## src/rtl/cache_ctrl.sv

```systemverilog
// cache_ctrl: miss-handling controller for a two-way set-associative data cache.
//
// It holds the tag/valid/dirty/LRU state in flip-flops, detects hits in the same
// cycle as the request, and sequences two kinds of burst over the main-memory
// handshake:
//   - write-back: victim line read from SRAM port B and sent to memory (store_o)
//   - refill:     line fetched from memory and written into SRAM port B (load_o)
//
// Ports:
//   clk_i, rst_ni                 clock, asynchronous active-low reset
//   enable_i, read_in_i,
//   write_in_i, addr_in_i         core request (write wins over read)
//   complete_i                    memory accepted/produced one word this cycle
//   cache_hit_o, stall_o          hit indication / hold request while servicing a miss
//   way_sel_o, read_o             port-A read mux select and output enable
//   write_0_o, write_1_o          port-A word write strobe per way
//   load_0_o, load_1_o            port-B refill write strobe per way
//   cnt_o                         burst word index (port-B address low bits)
//   load_o, store_o, addr_out_o   main-memory request and word address
//
// state  | meaning
// -------+------------------------------------------------------------
// IDLE   | serve hits combinationally; on a miss pick and latch a victim
// WB     | write the dirty victim line back, one word per complete
// REFILL | fetch the requested line into the victim way, one word per complete

module cache_ctrl #(
    parameter int SETS       = 16,
    parameter int LINE_WORDS = 16
) (
    input  logic                          clk_i,
    input  logic                          rst_ni,
    input  logic                          enable_i,
    input  logic                          read_in_i,
    input  logic                          write_in_i,
    input  logic [31:0]                   addr_in_i,
    input  logic                          complete_i,
    output logic                          cache_hit_o,
    output logic                          stall_o,
    output logic                          way_sel_o,
    output logic                          read_o,
    output logic                          write_0_o,
    output logic                          write_1_o,
    output logic                          load_0_o,
    output logic                          load_1_o,
    output logic [$clog2(LINE_WORDS)-1:0] cnt_o,
    output logic                          load_o,
    output logic                          store_o,
    output logic [31:0]                   addr_out_o
);

    localparam int CNT_W   = $clog2(LINE_WORDS);
    localparam int IDX_W   = $clog2(SETS);
    localparam int IDX_LSB = 2 + CNT_W;
    localparam int TAG_LSB = IDX_LSB + IDX_W;
    localparam int TAG_W   = 32 - TAG_LSB;

    typedef enum logic [1:0] {
        S_IDLE,
        S_WB,
        S_REFILL
    } state_t;

    state_t             state_q, state_d;
    logic [CNT_W-1:0]   cnt_q, cnt_d;
    logic               victim_q, victim_d;

    logic [TAG_W-1:0]   tag_q   [2][SETS];
    logic [SETS-1:0]    valid_q [2];
    logic [SETS-1:0]    dirty_q [2];
    logic [SETS-1:0]    lru_q;

    logic [IDX_W-1:0]   idx;
    logic [TAG_W-1:0]   req_tag;
    logic               req, hit0, hit1, any_hit, hit_way;
    logic               victim_pick, last_word;
    logic               lru_upd, lru_val, dirty_set, fill_done;
    logic               unused_addr_bits;

    assign idx     = addr_in_i[TAG_LSB-1:IDX_LSB];
    assign req_tag = addr_in_i[31:TAG_LSB];
    assign req     = enable_i & (read_in_i | write_in_i);
    assign hit0    = valid_q[0][idx] & (tag_q[0][idx] == req_tag);
    assign hit1    = valid_q[1][idx] & (tag_q[1][idx] == req_tag);
    assign any_hit = hit0 | hit1;
    assign hit_way = ~hit0;

    // Fill empty ways first (way 0 before way 1); only evict by LRU when both are in use.
    assign victim_pick = ~valid_q[0][idx] ? 1'b0 :
                         ~valid_q[1][idx] ? 1'b1 : lru_q[idx];

    assign last_word = (cnt_q == CNT_W'(LINE_WORDS - 1));

    // Word offset is consumed by the SRAM port-A address path, not here.
    assign unused_addr_bits = ^addr_in_i[IDX_LSB-1:0];

    assign cnt_o = cnt_q;

    always_comb begin
        state_d     = state_q;
        cnt_d       = cnt_q;
        victim_d    = victim_q;
        cache_hit_o = 1'b0;
        stall_o     = 1'b0;
        way_sel_o   = 1'b0;
        read_o      = 1'b0;
        write_0_o   = 1'b0;
        write_1_o   = 1'b0;
        load_0_o    = 1'b0;
        load_1_o    = 1'b0;
        load_o      = 1'b0;
        store_o     = 1'b0;
        addr_out_o  = '0;
        lru_upd     = 1'b0;
        lru_val     = 1'b0;
        dirty_set   = 1'b0;
        fill_done   = 1'b0;

        case (state_q)
            S_IDLE: begin
                if (req) begin
                    if (any_hit) begin
                        cache_hit_o = 1'b1;
                        way_sel_o   = hit_way;
                        lru_upd     = 1'b1;
                        lru_val     = ~hit_way;
                        if (write_in_i) begin
                            write_0_o = ~hit_way;
                            write_1_o = hit_way;
                            dirty_set = 1'b1;
                        end else begin
                            read_o = 1'b1;
                        end
                    end else begin
                        stall_o  = 1'b1;
                        victim_d = victim_pick;
                        cnt_d    = '0;
                        if (valid_q[victim_pick][idx] && dirty_q[victim_pick][idx]) begin
                            state_d = S_WB;
                        end else begin
                            state_d = S_REFILL;
                        end
                    end
                end
            end

            S_WB: begin
                stall_o    = 1'b1;
                store_o    = 1'b1;
                way_sel_o  = victim_q;
                addr_out_o = {tag_q[victim_q][idx], idx, cnt_q, 2'b00};
                if (complete_i) begin
                    cnt_d = cnt_q + 1'b1;
                    if (last_word) begin
                        cnt_d   = '0;
                        state_d = S_REFILL;
                    end
                end
            end

            S_REFILL: begin
                stall_o    = 1'b1;
                load_o     = 1'b1;
                addr_out_o = {req_tag, idx, cnt_q, 2'b00};
                load_0_o   = complete_i & ~victim_q;
                load_1_o   = complete_i & victim_q;
                if (complete_i) begin
                    cnt_d = cnt_q + 1'b1;
                    if (last_word) begin
                        cnt_d     = '0;
                        fill_done = 1'b1;
                        lru_upd   = 1'b1;
                        lru_val   = ~victim_q;
                        state_d   = S_IDLE;
                    end
                end
            end

            default: state_d = S_IDLE;
        endcase
    end

    always_ff @(posedge clk_i or negedge rst_ni) begin
        if (!rst_ni) begin
            state_q    <= S_IDLE;
            cnt_q      <= '0;
            victim_q   <= 1'b0;
            valid_q[0] <= '0;
            valid_q[1] <= '0;
            dirty_q[0] <= '0;
            dirty_q[1] <= '0;
            lru_q      <= '0;
        end else begin
            state_q  <= state_d;
            cnt_q    <= cnt_d;
            victim_q <= victim_d;
            if (lru_upd) begin
                lru_q[idx] <= lru_val;
            end
            if (dirty_set) begin
                dirty_q[hit_way][idx] <= 1'b1;
            end
            if (fill_done) begin
                valid_q[victim_q][idx] <= 1'b1;
                dirty_q[victim_q][idx] <= 1'b0;
            end
        end
    end

    // Tags need no reset: they are only looked at through a set valid bit, and they
    // change only on the final refill word, so an abandoned burst leaves them intact.
    always_ff @(posedge clk_i) begin
        if (fill_done) begin
            tag_q[victim_q][idx] <= req_tag;
        end
    end

endmodule

```

## config.mk

```make
export PLATFORM = sky130hd
export DESIGN_NAME = cache_ctrl
export DESIGN_NICKNAME = d
export VERILOG_FILES = /design/src/rtl/cache_ctrl.sv
export SDC_FILE = /design/constraint.sdc
export NUM_CORES = 1
export LEC_CHECK = 0
export BUFFER_PORTS_ARGS = -buffer_cell sky130_fd_sc_hd__buf_2
export CORE_MARGIN = 1.5
export CORE_UTILIZATION = 45
export DETAILED_ROUTE_END_ITERATION = 10
export GPL_TIMING_DRIVEN = 1
export PLACE_DENSITY_LB_ADDON = 0.25
export RECOVER_POWER = 100
export SETUP_SLACK_MARGIN = 0.2
export SYNTH_ARGS = -nofsm -noshare
export SYNTH_HDL_FRONTEND = slang
export SYNTH_SLANG_ARGS = --single-unit
```

## constraint.sdc

```tcl
create_clock -name clk_i -period 9.7 [get_ports clk_i]
set_input_delay 0.97 -clock clk_i [delete_from_list [all_inputs] [get_ports clk_i]]
set_output_delay 0.97 -clock clk_i [all_outputs]
set_load 0.05 [all_outputs]
```

==> summary.md, run 1 <==
| Metric | Value |
|---|---|
| GR Util met3 | 4.04% |
| WL final | 98200 um |
| Worst hold path class | flip-flop to flip-flop |
| Syn. warnings | 0 |
| Final Skew | 25.9 ps |
| Fmax | 123 MHz |
| Total global-route track usage | 25.2% |
| Crit share post-route | 83.8% |
| Total number of vias | 20000 |
| CP Buf/Inv Count | 4 |
| CTS tree | built |
| Die height | 280 um |
| Area leader, netlist | edfxtp_1 |
| Max VDD drop | 243 uV |
| Clock Path Buffers | 3 |
| Top cells by count, synth | edfxtp_1 (704), mux4_2 (176), mux2i_1 (163) |
| Critical path's top delay family | buffers and inverters |
| Sum Neg Setup Slack | 0 ps |
| Clk_lat worst skew | 640 ps |
| Die area | 0.0785 mm^2 |
| Diodes inserted | 0 |
| Final nets | 2161 |
| Worst slew margin | -216% |
| Max Slew Vio Count | 1480 |
| Async SR Flop Fraction | 11.0% |
| Synth Instances | 2027 |
| Detailed-router iteration count before antenna repair | 5 |
| Worst setup EP type | output port |
| Synth area leaders | edfxtp_1 (61%), mux4_2 (11%), dfrtp_1 (6.3%), mux2i_1 (4.7%), mux2_2 (1.6%) |
| Yosys top cell area share | 61.1% |
| Final hold violations | 0 |
| Total CTS buffers | 82 |
| #FFs+latches synth | 791 |
| Synth-to-layout area growth | 11.9% |
| Routed len/inst | 30.6 um |
| Final ANT Viol Nets | 0 |
| Main flop type after synthesis | edfxtp_1 |
| Critical path's slowest cell | clkbuf_1 |
| MaxCap Viol Count | 52 |
| Worst-Margin Slew | 4740 ps |
| TritonCTS Sinks | 791 |
| Postcts setup bufs | 0 |
| Min-Delay Endpoint | valid_q[31]$_DFFE_PN0P_ |
| DRT iter0 DRCs | 2182 |
| Die width | 280 um |
| Starting density of the core | 45.5% |
| Met2 Use GR | 39.6% |
| Crit start category | input pin |
| CP max stage delay | 1730 ps |
| Resized Gates After CTS | 0 |
| Most common cell on crit path | clkbuf_1 |
| Sequential fraction of the synthesis area | 67.4% |
| GRT busiest layer | met2 |
| Leak pwr | 13.1 nW |
| GPL Wtd Cong | 0.873 |
| I/O pin count | 84 |
| RR Startpoint | tag_q[1][346]$_DFFE_PP_ |
| Initial antenna violation count | 3 |
| Post-CTS Hold Buffers | 0 |
| CP Data Required Time | 8730 ps |
| Cells on worst reg2reg path | 10 |
| Post-Syn Area | 0.0346 mm^2 |
| Routed vias/inst | 6.21 |
| Global-route wire length before repair | 141000 um |
| EDFF count, synth | 704 |
| FILL cells | 6234 |
| Pwr dens | 205 mW/mm^2 |
| Crit Path Max Fanout | 37 |
| Port bufs | 75 |
| Flop2flop setup slack | 4720 ps |
| Status | complete, but fails checks |
| Failing checks | capacitance limit, slew limit |
| Average size of a mapped cell | 17.1 um^2 |
| Root buffer cell | clkbuf_16 |
| R2r endpoint | lru_q[0]$_DFFE_PN0P_ |
| H-tree depth | 3 |
| Grt ovf | 0 |
| Hpwl dp | 55700 um |
| Largest net degree at the start of global routing | 123 |
| Remaining DRCs | 0 |
| Share of layout cells above drive strength 1 | 20.8% |
| Clk pin slew, worst setup/hold paths | 60 ps |
| Min Tclk post-route | 8130 ps |
| Final cell utilization of the core | 50.9% |
| Std-Cell Core Area | 0.0759 mm^2 |
| Distinct cells, synth | 76 |
| Core Rows | 101 |
| Vias in the first global route | 19800 |
| Min-delay src | valid_q[31]$_DFFE_PN0P_ |
| CP cell instances | clkbuf_1 > clkbuf_1 > nor2_1 > a22o_1 > a221oi_1 > xor2_1 > nand4_1 > a2111oi_4 > nand4b_4 > inv_1 > clkbuf_1 |
| Setup violators final | 0 |
| Met1 usage | 35.8% |
| WP data arrival | 7160 ps |
| Crit Path Class | input pin to output port |
| Total power | 0.00792 W |
| Worst Hold Margin | 471 ps |
| Count leader, synth | edfxtp_1 |
| WHS Path Cells | 1 |
| RSZ-0062 raised after global routing | false |
## final cells by class
type	instances	area [um^2]	area share (%)
tap	1030	1290	3.33
inverter	17	63.8	0.165
sequential	791	23300	60.3
clock buffer	101	2200	5.68
timing repair buffer	137	649	1.68
multi-input combinational	1089	10700	27.6
clock inverter	47	484	1.25
## power by group
part	internal [W]	leakage [nW]	switching, W
Combinational	0.000270	4.24	0.000730
Sequential	0.00372	7.53	0.0000149
Clock	0.00187	1.30	0.00131
Total	0.00586	13.1	0.00205
## metal layers
metal	vias to the layer above	wire length, um
li1	8260	-
met1	10500	41200
met2	943	46000
met3	203	7600
met4	4	3330
met5	-	23
## logic make-up (layout without fill, tap and decap cells)
kind of cell / count (synthesis) / after routing / synth area share, %
other: 1 / 2 / 0.0108
flip-flops: 791 / 791 / 67.4
multiplexers: 389 / 389 / 17.8
buffers and inverters: 148 / 302 / 2.31
XOR/XNOR: 55 / 55 / 1.39
AO/OA/AOI/OAI: 273 / 273 / 5.77
AND/OR/NAND/NOR: 365 / 365 / 5.07
adder cells (fa/ha/maj): 5 / 5 / 0.181
## stage by stage
stage	area [um^2]	std cells	setup WS, ps
6_report	38700	3212	1570
3_3_place_gp	36300	3064	2740
3_5_place_dp	36300	3064	2650
5_1_grt	38700	3212	1250
2_1_floorplan	34600	2028	4310
4_1_cts	38900	3212	2640
## worst max-delay path by stage
stage | startpoint | endpoint | slack, ps | cells past startpoint
after floorplan | addr_in_i[6] | read_o | 4310 | 14
after global placement | addr_in_i[7] | write_1_o | 2740 | 12
after detailed placement | addr_in_i[7] | write_1_o | 2650 | 12
after CTS | addr_in_i[7] | write_1_o | 2640 | 12
after global routing | addr_in_i[9] | write_1_o | 1250 | 10
final | addr_in_i[9] | write_1_o | 1570 | 11
## registers in the layout, indices dropped and copies added, names as in the netlist
name,count
lru_q,16
state_q,2
cnt_o,4
valid_q,32
victim_q,1
tag_q,704
dirty_q,32
## cells in the final DEF (no fill, tap or decap), types with 5 or more instances in the layout
master,netlist,routed
edfxtp_1,704,704
mux4_2,176,176
mux2i_1,163,163
clkbuf_1,62,112
nand2_1,109,109
dfrtp_1,87,86
clkbuf_16,0,84
nor2_1,107,76
a22oi_1,50,50
mux2_2,49,49
o22a_1,48,48
a21oi_1,41,42
or2_2,33,33
o21ai_0,32,32
nor2_4,0,30
xnor2_1,28,28
nand3_1,27,27
xor2_1,27,27
nor2b_1,24,22
buf_4,15,22
and2_1,21,21
clkinv_1,0,21
o22ai_1,19,19
inv_1,15,15
buf_2,15,14
and3_1,12,12
a211oi_1,10,10
clkinv_2,0,10
bufinv_16,0,10
o211ai_1,9,9
nand4_1,9,9
o31ai_1,6,7
nand2b_1,6,6
a221oi_1,6,6
nor3_1,6,6
a31oi_1,6,6
a22o_1,5,5
ha_1,5,5
(Power assumes the default switching activity.)
==> inputs of run 2 (changes only) <==
- clock period: 9.7 -> 7.1 ns (I/O delays scaled with it)
==> summary.md, run 2 (same netlist as run 1, synthesis figures left out) <==
| Metric | Value |
|---|---|
| Clk_lat worst skew | 650 ps (about the same) |
| Max reg flops | 704 (unchanged) |
| Crit share post-route | 93.4% |
| Global-route wire length before repair | 141000 um (+0.63%) |
| Routed vias/inst | 6.22 (about the same) |
| Resized Gates After CTS | 0 (unchanged) |
| Core Rows | 101 (unchanged) |
| Routed len/inst | 30.8 um (+0.78%) |
| Grt ovf | 0 (unchanged) |
| Total CTS buffers | 82 (unchanged) |
| CTS tree | built |
| Die width | 280 um (unchanged) |
| Biggest registers after layout | tag_q (704), dirty_q (32), valid_q (32) |
| I/O pin count | 84 (unchanged) |
| Post-CTS Hold Buffers | 0 (unchanged) |
| RSZ-0062 raised after global routing | false |
| Crit start category | input pin |
| Detailed-router iteration count before antenna repair | 6 (+1) |
| Initial antenna violation count | 3 (unchanged) |
| Sum Neg Setup Slack | 0 ps (unchanged) |
| Worst setup EP type | output port |
| Starting density of the core | 45.5% (unchanged) |
| H-tree depth | 3 (unchanged) |
| WL final | 99300 um (+1.1%) |
| Crit Path Class | input pin to output port |
| Postcts setup bufs | 0 (unchanged) |
| Hpwl dp | 56500 um (+1.5%) |
| Setup violators final | 0 (unchanged) |
| Total global-route track usage | 25.4% (+0.22 points) |
| Worst hold path class | flip-flop to flip-flop |
| Status | complete, but fails checks |
| MaxCap Viol Count | 49 (-5.8%) |
| CP Data Required Time | 6390 ps (-2340 ps) |
| Largest net degree at the start of global routing | 88 (-28%) |
| Total number of vias | 20000 (+0.35%) |
| Port bufs | 75 (unchanged) |
| Die area | 0.0785 mm^2 (unchanged) |
| Worst-Margin Slew | 4720 ps (-19.4 ps) |
| Fmax | 151 MHz |
| Clock Path Buffers | 3 (unchanged) |
| Diodes inserted | 0 (unchanged) |
| Total power | 0.0106 W (+34%) |
| Vias in the first global route | 19700 (-0.49%) |
| Failing checks | capacitance limit, slew limit |
| DRT iter0 DRCs | 2678 (+23%) |
| Max Slew Vio Count | 1409 (-4.8%) |
| Final Skew | 24.9 ps (-0.988 ps) |
| Min Tclk post-route | 6630 ps |
| Die height | 280 um (unchanged) |
| Clk pin slew, worst setup/hold paths | 60 ps (about the same) |
| Most common cell after layout, fill and taps aside | edfxtp_1 |
| Crit Path Max Fanout | 18 (-51%) |
| Share of layout cells above drive strength 1 | 20.9% (+0.14 points) |
| Final hold violations | 0 (unchanged) |
| Largest Register | tag_q |
| Synth-to-layout area growth | 11.7% (about the same) |
| Pwr dens | 275 mW/mm^2 (+34%) |
| Worst slew margin | -214% (+1.3 points) |
| Commonest cells after routing, fill and taps aside | edfxtp_1 (704), mux4_2 (176), mux2i_1 (163) |
| WP data arrival | 5920 ps (-1240 ps) |
| Std-Cell Core Area | 0.0759 mm^2 (unchanged) |
| TritonCTS Sinks | 791 (unchanged) |
| Root buffer cell | clkbuf_16 |
| Final nets | 2169 (+0.37%) |
| Final ANT Viol Nets | 0 (unchanged) |
| Max VDD drop | 262 uV (+7.8%) |
| Leak pwr | 13.1 nW (about the same) |
| Remaining DRCs | 0 (unchanged) |
| GPL Wtd Cong | 0.899 (+2.9%) |
[run 2: cell count changes in the layout (fill, tap and decap cells not counted), sizes merged]
cell    change
buf         +9
bufinv      -6
clkbuf      +3
clkinv      +2
inv         +1
[run 2: power by group]
part	switching, W	total (W)	internal, W	leakage, nW
combinational	0.00101	0.00139	0.000376	4.32
sequential	0.0000204	0.00511	0.00509	7.53
clock	0.00179	0.00413	0.00234	1.23
[run 2: worst paths after layout]
| kind | startpoint | cells past startpoint | to | slack (ps) |
|---|---|---|---|---|
| min | valid_q[31]$_DFFE_PN0P_ | 1 | valid_q[31]$_DFFE_PN0P_ | 460 |
| max reg2reg | victim_q$_DFFE_PN0P_ | 6 | tag_q[0][218]$_DFFE_PP_ | 570 |
| max | addr_in_i[8] | 12 | write_1_o | 470 |
| min reg2reg | valid_q[31]$_DFFE_PN0P_ | 1 | valid_q[31]$_DFFE_PN0P_ | 460 |
| max in group asynchronous | rst_ni | 1 | dirty_q[3]$_DFF_PN0_ | 2700 |
| min in group asynchronous | rst_ni | 1 | cnt_o[0]$_DFFE_PN0P_ | 1770 |
[run 2: area by class of cell]
| type | count | area, um^2 |
|---|---|---|
| fill | 6253 | 37300 |
| sequential | 791 | 23300 |
| multi-input combinational | 1089 | 10700 |
| clock buffer | 105 | 2200 |
| tap | 1030 | 1290 |
| timing repair buffer | 145 | 766 |
| clock inverter | 44 | 347 |
| inverter | 17 | 63.8 |
[run 2: routing by layer]
| layer | share of wire (%) | track usage (%) |
|---|---|---|
| met5 | 0.020 | 0 |
| met4 | 3.0 | 8.27 |
| met3 | 9.1 | 4.43 |
| met2 | 46 | 39.4 |
| met1 | 42 | 36.5 |
[run 2: critical path, cell delays in order]
cell and delay [ps]:
clkbuf_1 650, clkbuf_1 1160, or2_2 530, o22ai_1 140, a211oi_1 470, o2111ai_1 240
o22ai_1 170, nand3_1 140, a2111oi_4 760, nand4b_4 470, inv_1 160, buf_2 280
[run 2: through the flow]
stage | utilization (%) | cell area (um^2) | hold WS (ps) | worst slack (ps) | instances
floorplan | - | 34600 | 414 | 2230 | 2028
global placement | 47.9 | 36400 | 445 | 960 | 3072
detailed placement | 47.9 | 36400 | 452 | 900 | 3072
CTS | 51.2 | 38900 | 308 | 889 | 3221
global route | 50.9 | 38600 | 476 | 319 | 3221
finish | 50.9 | 38600 | 465 | 470 | 3221
